File: src/rtl/if_stage.sv
// Instruction-fetch stage: owns the PC, issues one outstanding imem request
// at a time and parks each fetched word in a one-entry buffer for IF/ID.
module if_stage #(
  parameter logic [31:0] RESET_PC = 32'h0000_0000
) (
  input  logic        clk,
  input  logic        rst,
  input  logic        stall,
  input  logic        redirect_i,
  input  logic [31:0] redirect_pc_i,
  output logic        inst_req_o,
  output logic [31:0] inst_addr_o,
  input  logic        inst_ack_i,
  input  logic [31:0] inst_rdata_i,
  output logic [31:0] if_pc,
  output logic [31:0] if_inst,
  output logic        if_valid
);

  typedef enum logic [1:0] {
    IDLE,
    REQ,
    DROP
  } state_t;

  state_t      state;
  logic [31:0] pc;
  logic [31:0] drop_addr;
  logic [31:0] target;
  logic        fill;
  logic        consume;
  logic        unused_bits;

  assign target      = {redirect_pc_i[31:2], 2'b00};
  assign unused_bits = ^redirect_pc_i[1:0];

  always_comb begin
    inst_req_o  = 1'b0;
    inst_addr_o = pc;
    unique case (state)
      IDLE: inst_req_o = 1'b0;
      REQ:  inst_req_o = !if_valid || !stall;
      DROP: begin
        inst_req_o  = 1'b1;
        inst_addr_o = drop_addr;
      end
      default: inst_req_o = 1'b0;
    endcase
  end

  assign fill    = (state == REQ) && inst_req_o
                && inst_ack_i && !redirect_i;
  assign consume = if_valid && !stall;

  always_ff @(posedge clk) begin
    if (rst) begin
      state     <= IDLE;
      pc        <= RESET_PC;
      drop_addr <= 32'h0;
      if_pc     <= 32'h0;
      if_inst   <= 32'h0;
      if_valid  <= 1'b0;
    end else begin
      unique case (state)
        IDLE: state <= REQ;
        REQ: begin
          if (redirect_i) begin
            pc       <= target;
            if_valid <= 1'b0;
            // an unacked request still owes us a response: swallow it
            if (inst_req_o && !inst_ack_i) begin
              state     <= DROP;
              drop_addr <= pc;
            end
          end else if (fill) begin
            pc       <= pc + 32'd4;
            if_pc    <= pc;
            if_inst  <= inst_rdata_i;
            if_valid <= 1'b1;
          end else if (consume) begin
            if_valid <= 1'b0;
          end
        end
        DROP: begin
          if_valid <= 1'b0;
          if (redirect_i) pc <= target;
          if (inst_ack_i) state <= REQ;
        end
        default: state <= IDLE;
      endcase
    end
  end

endmodule

File: config.mk
export PLATFORM = sky130hd
export DESIGN_NAME = if_stage
export DESIGN_NICKNAME = d
export VERILOG_FILES = /design/src/rtl/if_stage.sv
export SDC_FILE = /design/constraint.sdc
export NUM_CORES = 1
export LEC_CHECK = 0
export ABC_AREA = 1
export BUFFER_PORTS_ARGS = -buffer_cell sky130_fd_sc_hd__buf_2
export CORE_AREA = 2 2 117 119
export CTS_CLUSTER_SIZE = 10
export DETAILED_ROUTE_END_ITERATION = 8
export DIE_AREA = 0 0 119 121
export HOLD_SLACK_MARGIN = 0.03
export PLACE_DENSITY = 0.82
export SLEW_MARGIN = 20
export SYNTH_ARGS = -nofsm -noshare
export SYNTH_HDL_FRONTEND = slang
export SYNTH_SLANG_ARGS = --single-unit
File: constraint.sdc
create_clock -name clk -period 4.9 [get_ports clk]
set_clock_uncertainty 0.2 [all_clocks]
set_input_delay 0.735 -clock clk [delete_from_list [all_inputs] [get_ports clk]]
set_output_delay 0.735 -clock clk [all_outputs]
set_load 0.005 [all_outputs]
==> impl_results.md <==
* Final period util at 62.42%
* XOR/XNOR Fraction of Synth Area at 0.5418%
* Pin count of the biggest net entering global routing at between 90 and 100
* Port bufs at between 150 and 200
* Leading area contributor after synthesis: dfxtp_1
* Hold buffer count at CTS at 0
* Area of the multi-input gates at 3364 sq um
* Asr flop ratio synth at 0%
* Total CTS buffers at 17
* Most numerous cell in the Yosys netlist: nand2_1
* Power density over the cells at 470.1 nW/um^2
* Core Util, Final at 60.19%
* Crit end category: register
* Fmax achieved at around 330 MHz
* Post-DP Area at 7203 sq um
* Warnings, synthesis at 0
* Post-synthesis adder-cell area fraction at 1.161%
* Tmin final at 3.058 ns
* Ys flop type: dfxtp_1
* Vias in the first global route at 5939
* Crit path required time at around 5.0 ns
* Initial antenna violation count at 1
* Worst slew margin at 34.74%
* Final Hold Viols at 0
* GRT overflow at 0
* Synth Instances at 937
* Die area at approximately 14000 sq um
* Storage element area at 2502 sq um
* First-pass detailed-route iteration total at 6
* Yosys top cell area share at 38.70%
* Hold crit path type: register to register
* Total Routing Usage GR at 24.04%
* Cell Rows at 42
* Most area-consuming cells after synthesis: dfxtp_1 39%, nand2_1 12%, nor2_1 8.5%
* Max-cap violations at 0
* Post-CTS Setup Bufs at 0
* Power Total at between 3 and 4 mW
* Slew @ Worst Pin at about 0.98 ns
* Routed WL at 17060 microns
* Root Driver: clkbuf_16
* Post-CTS sizing at 0
* Drt wl/cell at 13.54 microns
* Clock-pin slew on the worst setup and hold paths at 0.05 ns
* Clk sinks at 125
* H-tree depth at 4
* Initial Util at about half
* Share of cells above drive strength 1 at about 29%
* Largest family of logic cells by synthesized area: simple AND/OR/NAND/NOR gates
* Detail Route Antenna Nets at 0
* Worst Setup Path Type: register to register
* Clock latency on the worst-skew pair at 0.42 ns
* LEAKAGE at 3.579 nW
* Sequential fraction of the synthesis area at just under 40%
* CTS tree: yes
* Pre-CTS WS at approximately 1.8 ns
* Compound-Gate Fraction of Synth Area at 17.53%
* Max rail drop VDD at 0.2813 mV
* DRT iter0 DRCs at around 380
* CTS max path bufs at 2
* Crit-path max FO at 41
* Crit path launch type: register
* EDFF count, synth at 0
* Worst EP arrival at 3.14 ns
* Total number of vias at 6302
* Avg Inst Size Synth at between 6 and 7 sq um
* Layout area overhead at 21.81%
* TNS Setup at 0 ns
* Residual DRC count at 0
* Synthesized cell area at ~6500 sq um
* Status: complete, no violations
* Setup Viol. Count Final at 0
* DP HPWL at roughly 11000 microns
* Cell area after layout at 7876 sq um
* Multiplexer share of the synthesized area at 0%
* Fin nets at 1146
* Die Span Y at 121 microns
* Path depth of the worst reg2reg path at 8
* Via density at 5.002
* Top Ports at 167
* First-pass GRT wire length at 27830 microns
* Max-slew violation count at 0
* Final GP Congestion at 0.9134
* RSZ-0062 raised after global routing: no
* Core area at 13090 sq um
* Synthesized flop and latch total at 125
* Die Span X at 119 microns
* ANT cells at 0
* Fill cell total of the finished layout at 1210
* Setup ws final at around 1.8 ns
* Hold depth at 2
* Simple-gate share of the synthesized area at 32.49%
* Post-synth top cells: 212 x nand2_1, 146 x nor2_1, 125 x dfxtp_1
* Post-synth cell types at 35
critical path, cell delays in order, from the launching register on:
cell and delay (ns):
dfxtp_1 0.39, inv_1 0.10, ha_1 0.45, inv_2 0.09, a21oi_4 0.16, nand4_4 0.73, buf_4 0.56, a21oi_2 0.19
nor2_2 0.04
routing by layer:
layer  vias up  global-route usage (%)  wire, microns
met5         -                       0              7
met4         2                   8.557            248
met3        21                   6.673           1204
met2       221                   41.67           8282
met1      2827                   28.53           7319
li1       3231                       -              -
flip-flops by register name, indices dropped and copies added (netlist names):
name       flops
pc            30
if_inst       32
if_pc         30
state          2
drop_addr     30
if_valid       1
layout make-up:
| cell class | count | share of cell area, % |
|---|---|---|
| multi-input cells | 691 | 42.72 |
| well taps | 176 | 2.796 |
| clock inverters | 11 | 2.701 |
| flip-flops and latches | 125 | 31.77 |
| repair buffers | 166 | 10.74 |
| clock buffers | 21 | 5.846 |
| inverters | 70 | 3.431 |
metrics by stage:
step	std cells	hold WS [ns]
after CTS	1260	0.2914
after global routing	1260	0.3094
after global placement	1228	0.2661
after detailed placement	1228	0.2778
after floorplan	940	0.2601
final	1260	0.2891
worst paths after layout:
kind	startpoint	endpoint	slack, ns
worst max-delay path	state[0]	drop_addr[6]	1.84
worst min-delay path	drop_addr[11]	drop_addr[11]	0.29
worst max register to register	state[0]	drop_addr[6]	1.84
worst min register to register	drop_addr[11]	drop_addr[11]	0.29
power breakdown:
part	leakage, nW	internal [mW]	switching [mW]
combinational	2.24	0.338	0.693
sequential	1.01	1.13	0.102
clock	0.331	0.980	0.459
total	3.58	2.45	1.25
cells in the final DEF, fill, tap and decap left out, drive strengths merged:
cell and n:
nand2 217, nor2 214, buf 166, dfxtp 125
o21ai 108, a21oi 90, inv 68, nand3 38
clkbuf 21, clkinv 7, bufinv 6, ha 6
and2 5, conb 4, xor2 3, nand4 3
o21a 1, xnor2 1, o211ai 1
cells by family after synthesis:
logic type,after synthesis
AOI/OAI and AO/OA,200
buffers and inverters,124
DFF,125
xor gates and xnor gates,4
adders and majority gates,6
and+or+nand+nor,477
other,1
Power figures use the tool's default switching activity.
